**config.mk**
```make
export PLATFORM = sky130hd
export DESIGN_NAME = io_port_unit
export DESIGN_NICKNAME = d
export VERILOG_FILES = /design/src/rtl/io_port_pkg.sv /design/src/rtl/io_sync_edge.sv /design/src/rtl/io_port_unit.sv
export SDC_FILE = /design/constraint.sdc
export NUM_CORES = 1
export LEC_CHECK = 0
export CAP_MARGIN = 5
export CELL_PAD_IN_SITES_DETAIL_PLACEMENT = 1
export CELL_PAD_IN_SITES_GLOBAL_PLACEMENT = 2
export CORE_MARGIN = 2
export CORE_UTILIZATION = 36
export CTS_CLUSTER_SIZE = 10
export DETAILED_ROUTE_END_ITERATION = 12
export PLACE_DENSITY = 0.9
export SYNTH_ARGS = -nofsm -noshare
export SYNTH_HDL_FRONTEND = slang
export SYNTH_SLANG_ARGS = --single-unit
```
**constraint.sdc**
```tcl
create_clock -name clk -period 1.4 [get_ports clk]
set_input_delay 0.21 -clock clk [delete_from_list [all_inputs] [get_ports clk]]
set_output_delay 0.21 -clock clk [all_outputs]
set_load 0.05 [all_outputs]
```
**src/rtl/io_port_pkg.sv**
```systemverilog
// io_port_pkg: register map, reset values and synchroniser depth
// shared by the memory-mapped pin I/O unit and its sub-modules.
package io_port_pkg;

    localparam logic [2:0] ADDR_OUT       = 3'd0;
    localparam logic [2:0] ADDR_UIO_OUT   = 3'd1;
    localparam logic [2:0] ADDR_UIO_OE    = 3'd2;
    localparam logic [2:0] ADDR_IN        = 3'd3;
    localparam logic [2:0] ADDR_UIO_IN    = 3'd4;
    localparam logic [2:0] ADDR_EDGE_ST   = 3'd5;
    localparam logic [2:0] ADDR_EDGE_MASK = 3'd6;
    localparam logic [2:0] ADDR_EDGE_POL  = 3'd7;

    localparam int RST_OUT       = 0;
    localparam int RST_UIO_OUT   = 0;
    localparam int RST_UIO_OE    = 0;
    localparam int RST_EDGE_ST   = 0;
    localparam int RST_EDGE_MASK = 0;
    localparam int RST_EDGE_POL  = 0;

    localparam int SYNC_STAGES = 2;

endpackage

```
**src/rtl/io_sync_edge.sv**
```systemverilog
// io_sync_edge: per-bit input synchroniser, history flop and edge pulse.
// Ports: clk, rst_n, din (async pins), pol (0 rise / 1 fall), sync, edge_pulse.
module io_sync_edge
    import io_port_pkg::*;
#(
    parameter int W = 8
) (
    input  logic         clk,
    input  logic         rst_n,
    input  logic [W-1:0] din,
    input  logic [W-1:0] pol,
    output logic [W-1:0] sync,
    output logic [W-1:0] edge_pulse
);

    logic [SYNC_STAGES-1:0][W-1:0] sync_q;
    logic [W-1:0]                  hist_q;

    always_ff @(posedge clk or negedge rst_n) begin
        if (!rst_n) begin
            sync_q <= '0;
            hist_q <= '0;
        end else begin
            sync_q <= {sync_q[SYNC_STAGES-2:0], din};
            hist_q <= sync_q[SYNC_STAGES-1];
        end
    end

    assign sync = sync_q[SYNC_STAGES-1];

    // A bit changed, and its new value is the one the polarity asks for:
    // new=1 for rising (pol=0), new=0 for falling (pol=1).
    assign edge_pulse = (sync ^ hist_q) & (sync ^ pol);

endmodule

```
**src/rtl/io_port_unit.sv**
```systemverilog
// io_port_unit: bus-programmable pin port with bidirectional pins,
// synchronised inputs, sticky edge flags and a maskable level interrupt.
module io_port_unit
    import io_port_pkg::*;
#(
    parameter int PIN_W  = 8,
    parameter int ADDR_W = 3
) (
    input  logic              clk,
    input  logic              rst_n,
    input  logic [ADDR_W-1:0] bus_addr,
    input  logic [PIN_W-1:0]  bus_wdata,
    input  logic              bus_we,
    input  logic              bus_re,
    output logic [PIN_W-1:0]  bus_rdata,
    output logic              bus_ready,
    input  logic [PIN_W-1:0]  pin_in,
    input  logic [PIN_W-1:0]  pin_uio_in,
    output logic [PIN_W-1:0]  pin_out,
    output logic [PIN_W-1:0]  pin_uio_out,
    output logic [PIN_W-1:0]  pin_uio_oe,
    output logic              irq
);

    logic [PIN_W-1:0] out_q;
    logic [PIN_W-1:0] uio_out_q;
    logic [PIN_W-1:0] uio_oe_q;
    logic [PIN_W-1:0] edge_st_q;
    logic [PIN_W-1:0] edge_mask_q;
    logic [PIN_W-1:0] edge_pol_q;

    logic [PIN_W-1:0] in_sync;
    logic [PIN_W-1:0] in_edge;
    logic [PIN_W-1:0] uio_sync;

    logic             addr_ok;
    logic [2:0]       reg_sel;
    logic             wr_en;
    logic             rd_en;
    logic             access;
    logic [PIN_W-1:0] st_clr;
    logic [PIN_W-1:0] rd_mux;

    io_sync_edge #(.W(PIN_W)) u_in_sync (
        .clk        (clk),
        .rst_n      (rst_n),
        .din        (pin_in),
        .pol        (edge_pol_q),
        .sync       (in_sync),
        .edge_pulse (in_edge)
    );

    io_sync_edge #(.W(PIN_W)) u_uio_sync (
        .clk        (clk),
        .rst_n      (rst_n),
        .din        (pin_uio_in),
        .pol        ('0),
        .sync       (uio_sync),
        .edge_pulse ()
    );

    // Upper address bits must be zero for an access to hit the map.
    assign addr_ok = (bus_addr >> 3) == '0;
    assign reg_sel = bus_addr[2:0];
    assign access  = bus_we | bus_re;
    assign wr_en   = bus_we & addr_ok;
    // A write in the same cycle wins; the read half is dropped.
    assign rd_en   = bus_re & ~bus_we & addr_ok;

    assign st_clr = (wr_en && reg_sel == ADDR_EDGE_ST) ? bus_wdata : '0;

    always_comb begin
        rd_mux = '0;
        unique case (1'b1)
            (reg_sel == ADDR_OUT):       rd_mux = out_q;
            (reg_sel == ADDR_UIO_OUT):   rd_mux = uio_out_q;
            (reg_sel == ADDR_UIO_OE):    rd_mux = uio_oe_q;
            (reg_sel == ADDR_IN):        rd_mux = in_sync;
            (reg_sel == ADDR_UIO_IN):    rd_mux = uio_sync;
            (reg_sel == ADDR_EDGE_ST):   rd_mux = edge_st_q;
            (reg_sel == ADDR_EDGE_MASK): rd_mux = edge_mask_q;
            (reg_sel == ADDR_EDGE_POL):  rd_mux = edge_pol_q;
            default:                     rd_mux = '0;
        endcase
    end

    always_ff @(posedge clk or negedge rst_n) begin
        if (!rst_n) begin
            out_q       <= PIN_W'(RST_OUT);
            uio_out_q   <= PIN_W'(RST_UIO_OUT);
            uio_oe_q    <= PIN_W'(RST_UIO_OE);
            edge_mask_q <= PIN_W'(RST_EDGE_MASK);
            edge_pol_q  <= PIN_W'(RST_EDGE_POL);
        end else if (wr_en) begin
            unique case (1'b1)
                (reg_sel == ADDR_OUT):       out_q       <= bus_wdata;
                (reg_sel == ADDR_UIO_OUT):   uio_out_q   <= bus_wdata;
                (reg_sel == ADDR_UIO_OE):    uio_oe_q    <= bus_wdata;
                (reg_sel == ADDR_EDGE_MASK): edge_mask_q <= bus_wdata;
                (reg_sel == ADDR_EDGE_POL):  edge_pol_q  <= bus_wdata;
                default: ;
            endcase
        end
    end

    // A new edge on the same bit as a W1C clear keeps the flag set.
    always_ff @(posedge clk or negedge rst_n) begin
        if (!rst_n) begin
            edge_st_q <= PIN_W'(RST_EDGE_ST);
            irq       <= 1'b0;
        end else begin
            edge_st_q <= (edge_st_q & ~st_clr) | in_edge;
            irq       <= |(edge_st_q & edge_mask_q);
        end
    end

    always_ff @(posedge clk or negedge rst_n) begin
        if (!rst_n) begin
            bus_ready <= 1'b0;
            bus_rdata <= '0;
        end else begin
            bus_ready <= access;
            bus_rdata <= rd_en ? rd_mux : '0;
        end
    end

    assign pin_out     = out_q;
    assign pin_uio_out = uio_out_q;
    assign pin_uio_oe  = uio_oe_q;

endmodule
```
; After elaboration in Yosys (flattened, before gate mapping)
; Index checks and enable logic that the tools add are counted.
[totals]
ff_bits = 98
inputBits = 31
out_inout_bits = 34
word_cells = 42
[op_classes]
eq_ne = 7
n_mux = 3
bitwise = 10
reduce_logical = 8
[op_table]
columns = cell, n
row1 = $pmux W8 S8, 1
row2 = $and A8 B8 Y8, 3
row3 = $mux W8, 2
row4 = $xor A8 B8 Y8, 2
row5 = $eq A3 B3 Y1 const B, 4
row6 = $reduce_and A2 Y1, 5
row7 = $not A8 Y8, 1
row8 = $or A8 B8 Y8, 1
row9 = $reduce_or A8 Y1, 1
row10 = $eq A3 B2 Y1 const B, 2
row11 = $eq A3 B1 Y1 const B, 1
row12 = $logic_not A3 Y1, 1
row13 = $and A1 B1 Y1, 1
row14 = $logic_and A1 B1 Y1, 1
row15 = $not A1 Y1, 1
row16 = $or A1 B1 Y1, 1

; Depth between registers and ports, before layout
[logic_depth]
ltp_word = 6
depth_mapped = 6

; Modules after synthesis
; A second synthesis with hierarchy kept.
[unflattened]
cells_unflattened = 343
hier_area_um2 = 4440.5
[modules_own_cells]
columns = module, instances, cells_each, area_each_um2
row1 = io_port_unit, 1, 231, 2758.9
row2 = io_sync_edge, 2, 56, 840.8

; Least setup slack after synthesis
; OpenSTA, ideal clock, no wires.
[synth_timing]
kind = input to register
startpoint = input bus_addr[1]
endpoint = register out_q[0] (netlist: pin_out[0])
arrival_time_ps = 1215
path_slack_ps = 60
path_stages = 5
cell_sequence = buf_6 > or2_2 > buf_6 > nor2_8 > mux2_2
[synth_between]
elab_chain_cells = 2
[synth_lines]
columns = element, line_no
row1 = "start, declared", io_port_unit.sv:11  ; input logic [ADDR_W-1:0] bus_addr,
row2 = $logic_not A3 Y1, io_port_unit.sv:96  ; (reg_sel == ADDR_OUT): out_q <= bus_wdata;
row3 = $reduce_and A2 Y1 (no source line), -
row4 = "end signal, assigned", io_port_unit.sv:89  ; out_q <= PIN_W'(RST_OUT);
row5 = "end signal, assigned", io_port_unit.sv:96
row6 = "end, declared", io_port_unit.sv:25  ; logic [PIN_W-1:0] out_q;
; No other way between the ends.
; A chain may end at the register's enable or synchronous reset.

; Final worst setup path
[layout_timing]
startpoint = input bus_addr[1]
endpoint = register bus_rdata[5]
[layout_between]
elab_chain_cells = 3
elab_cells_between_ends = 10
[layout_lines]
columns = element, line_no
row1 = $eq A3 B3 Y1 (tied with other cells), io_port_unit.sv:82  ; (reg_sel == ADDR_EDGE_POL): rd_mux = edge_pol_q;
row2 = $pmux W8 S8 *, io_port_unit.sv:74  ; unique case (1'b1)
row3 = $mux W8 *, io_port_unit.sv:123  ; bus_rdata <= rd_en ? rd_mux : '0;
row4 = "end signal, assigned", io_port_unit.sv:123
row5 = "end, declared", io_port_unit.sv:15  ; output logic [PIN_W-1:0] bus_rdata,
; Every way passes the cells marked *; elsewhere a longest branch is shown, timed or not.

==> impl_results.md <==
* Placed cells at 532
* Post-synth top area cell: dfrtp_1
* Max Root-Sink Buffers at 2
* Setup crit end kind: flip-flop
* Xor-xnor portion of the synthesized cell area at 0
* Post-Syn Area at 3940 µm²
* Clock sink total at 98
* Placeable Area at 10700 µm²
* Syn Area/Cell at 12.7 µm²
* Post-synthesis compound-gate area fraction at 0.0794
* Overall Power at 7.45 mW
* Total grt overflow at 0
* CTS buffer count at 9
* GRT Util Overall at 0.194
* Mux cell area share after synthesis at 0.144
* Setup Skew at 0.0139 ns
* Drt wl/cell at 19.2 µm
* Die footprint at 11800 µm²
* Fin crit period at 1.32 ns
* Cell Chain, Critical Path: dlygate4sd2_1, buf_4, buf_4, a21oi_1, a211oi_2, nor3_2, nor2_1
* Final Non-Filler Cells at 553
* LEAKAGE at 2.44 nW
* Reg area at 2450 µm²
* CP arrival at 1.61 ns
* DRC at 0
* Synth Area in Simple Gates at 0.126
* Outcome: completed
* Top cell type's share of synthesized area at 0.622
* Worst-margin pin slew at 0.454 ns
* Layout cells sized above 1 at 0.334
* Via count of the first global-routing pass at 3183
* Clock Latency Late Sink at 0.36 ns
* Unrepaired setup endpoints after global routing: no
* Clock transition at path regs at 0.09 ns
* CP delay by family, top: buffers and inverters
* Row count at 38
* Dpl hpwl at 7.32 mm
* Synth Net Count at 342
* Slew Limit Fails at 0
* Multi-input gate area at 1410 µm²
* Hold Crit Class: primary input to flip-flop
* Worst Path Required at 1.70 ns
* Post-DRT Antenna Nets at 0
* Most frequent cells in the layout: dfrtp_1 (98), nand2_1 (40), buf_12 (38)
* DIE WIDTH at 109 µm
* Final Hold Viols at 0
* Max frequency at 758 MHz
* H-tree levels at 3
* Fin crit share at 0.942
* Switching share of total power at 0.330
* FF+latch count, synth at 98
* Area grow syn2layout at 41.1%
* Sequential fraction of the synthesis area at 0.622
* Commonest non-fill, non-tap cell in the layout: dfrtp_1
* Iteration-0 DRC Markers at 113
* Fin nets at 440
* # IOs at 65
* CP peak stage delay at 0.38 ns
* Port bufs at 64
* Sequential share of power at 0.481
* Initial antenna violation count at 0
* CP bufs+invs at 3
* Max VDD drop at 0.650 mV
* Main combinational cell family by area after synthesis: multiplexers
* Routed Wire Length at 10.6 mm
* Crit Path Max Fanout at 20
* Cells after Synth at 311
* Internal power at 4.99 mW
* Clk root buf: clkbuf_8
* Combinational Power Share at 0.301
* Max-Slew Margin vs Limit at 0.697
* Clock share of power at 0.218
* Via count at 2825
* Worst path slowest cell: dlygate4sd2_1
* Final weighted congestion in routability-driven placement at 0.804
* Post-Synth Adder-Cell Area at 0
* Crit start category: primary input
* Yosys synthesis warning count at 0
* Kind of critical path: primary input to flip-flop
* Post-synth cell types at 34
* Ant diodes at 0
* Switching power at 2.46 mW
* Drt via density at 5.11
* CP most frequent cell: buf_4
* Pin count of the biggest net entering global routing at 34
* DRT Pass-1 Iters at 4
* Die height at 109 µm
* Pwr Density at 1340 nW/µm²
* Most area-consuming cells after synthesis: dfrtp_1 (62%), mux2_2 (11%), nand2_1 (3.8%), mux2i_1 (3.6%), nand3b_1 (2.7%)
* CTS tree: built
* Max_cap viols at 0
* FILL cells at 1132
* Final setup viols at 0
* Initial Utilization at 0.367
* Global-route wire length before repair at 17.1 mm
## Yosys cell counts (all sizes together)
master / n
clkbuf: 3
nor3b: 1
o32ai: 1
nand2: 40
buf: 11
and4b: 1
mux2: 38
a221o: 1
mux2i: 14
nor2b: 2
a21oi: 16
o21ai: 4
or2: 2
nand3b: 14
clkinv: 1
o221ai: 1
nor3: 7
nor2: 17
inv: 4
a22oi: 4
o22ai: 8
nand3: 1
nand2b: 5
a211oi: 7
dfrtp: 98
o211ai: 7
nand4: 3
## through the flow
step	setup slack (ns)	cell area, µm²	setup TNS [ns]	util	hold WS, ns
4_1_cts	-0.00454	5510	-0.00658	0.512	0.254
5_1_grt	0.0135	5560	0	0.517	0.228
3_5_place_dp	-0.449	5270	-20.82	0.491	0.196
6_report	0.0814	5560	0	0.517	0.226
2_1_floorplan	0.0599	3940	0	-	-0.0856
3_3_place_gp	-0.399	5270	-17.85	0.491	0.194
## flip-flops by register name, summed over array words and instances, names as in the netlist
name / flops
bus_rdata: 8
u_in_sync.sync_q: 8
edge_mask_q: 8
bus_ready: 1
pin_uio_oe: 8
pin_uio_out: 8
irq: 1
u_uio_sync.sync: 8
edge_pol_q: 8
u_in_sync.hist_q: 8
u_uio_sync.sync_q: 8
pin_out: 8
u_in_sync.sync: 8
edge_st_q: 8
## final cells by class
cell class / count / share of cell area
multi-input cells: 194 / 0.254
well taps: 140 / 0.0315
clock buffers: 10 / 0.0248
repair buffers: 101 / 0.239
clock inverters: 5 / 0.00563
flip-flops and latches: 98 / 0.441
inverters: 5 / 0.00338
## repair_timing
item | 4_1_cts | 5_1_grt
buffers inserted | 5 | 0
hold buffers | 1 | 0
setup endpoints to repair | 28 | 54
pin swaps | 2 | 0
endpoints found under the hold margin | 30 | 0
resized for setup | 3 | 14
## kinds of logic after synthesis
logic type	count (synthesis)
flip-flops	98
buffers and inverters	19
AO/OA/AOI/OAI	49
AND/OR/NAND/NOR	93
multiplexers	52
## power by group through the flow
stage	Combinational (mW)	Sequential, mW	Clock (mW)
finish	2.25	3.59	1.62
global route	2.37	3.63	1.80
CTS	2.24	3.58	1.70
detailed placement	2.22	3.64	0
global placement	2.17	3.61	0
floorplan	0.552	4.04	0
## layer usage
metal | up-vias | wire, µm | track usage
met5 | - | 0 | 0
met4 | 0 | 107 | 0.0650
met3 | 8 | 386 | 0.0389
met2 | 63 | 5410 | 0.329
met1 | 1461 | 4730 | 0.248
li1 | 1293 | - | -
## worst paths after layout
path	startpoint	endpoint	slack, ns	cells past startpoint
setup / recovery	bus_addr[1]	bus_rdata[5]	0.08	7
hold / removal	bus_we	bus_ready	0.23	2
setup reg to reg	pin_uio_oe[6]	bus_rdata[6]	0.19	4
hold reg to reg	u_in_sync.sync_q[3]	u_in_sync.sync[3]	0.35	0
max in group asynchronous	rst_n	pin_uio_out[4]	0.54	3
min in group asynchronous	rst_n	u_uio_sync.sync_q[1]	0.33	2
No activity file was read; power rests on OpenSTA's default activity.
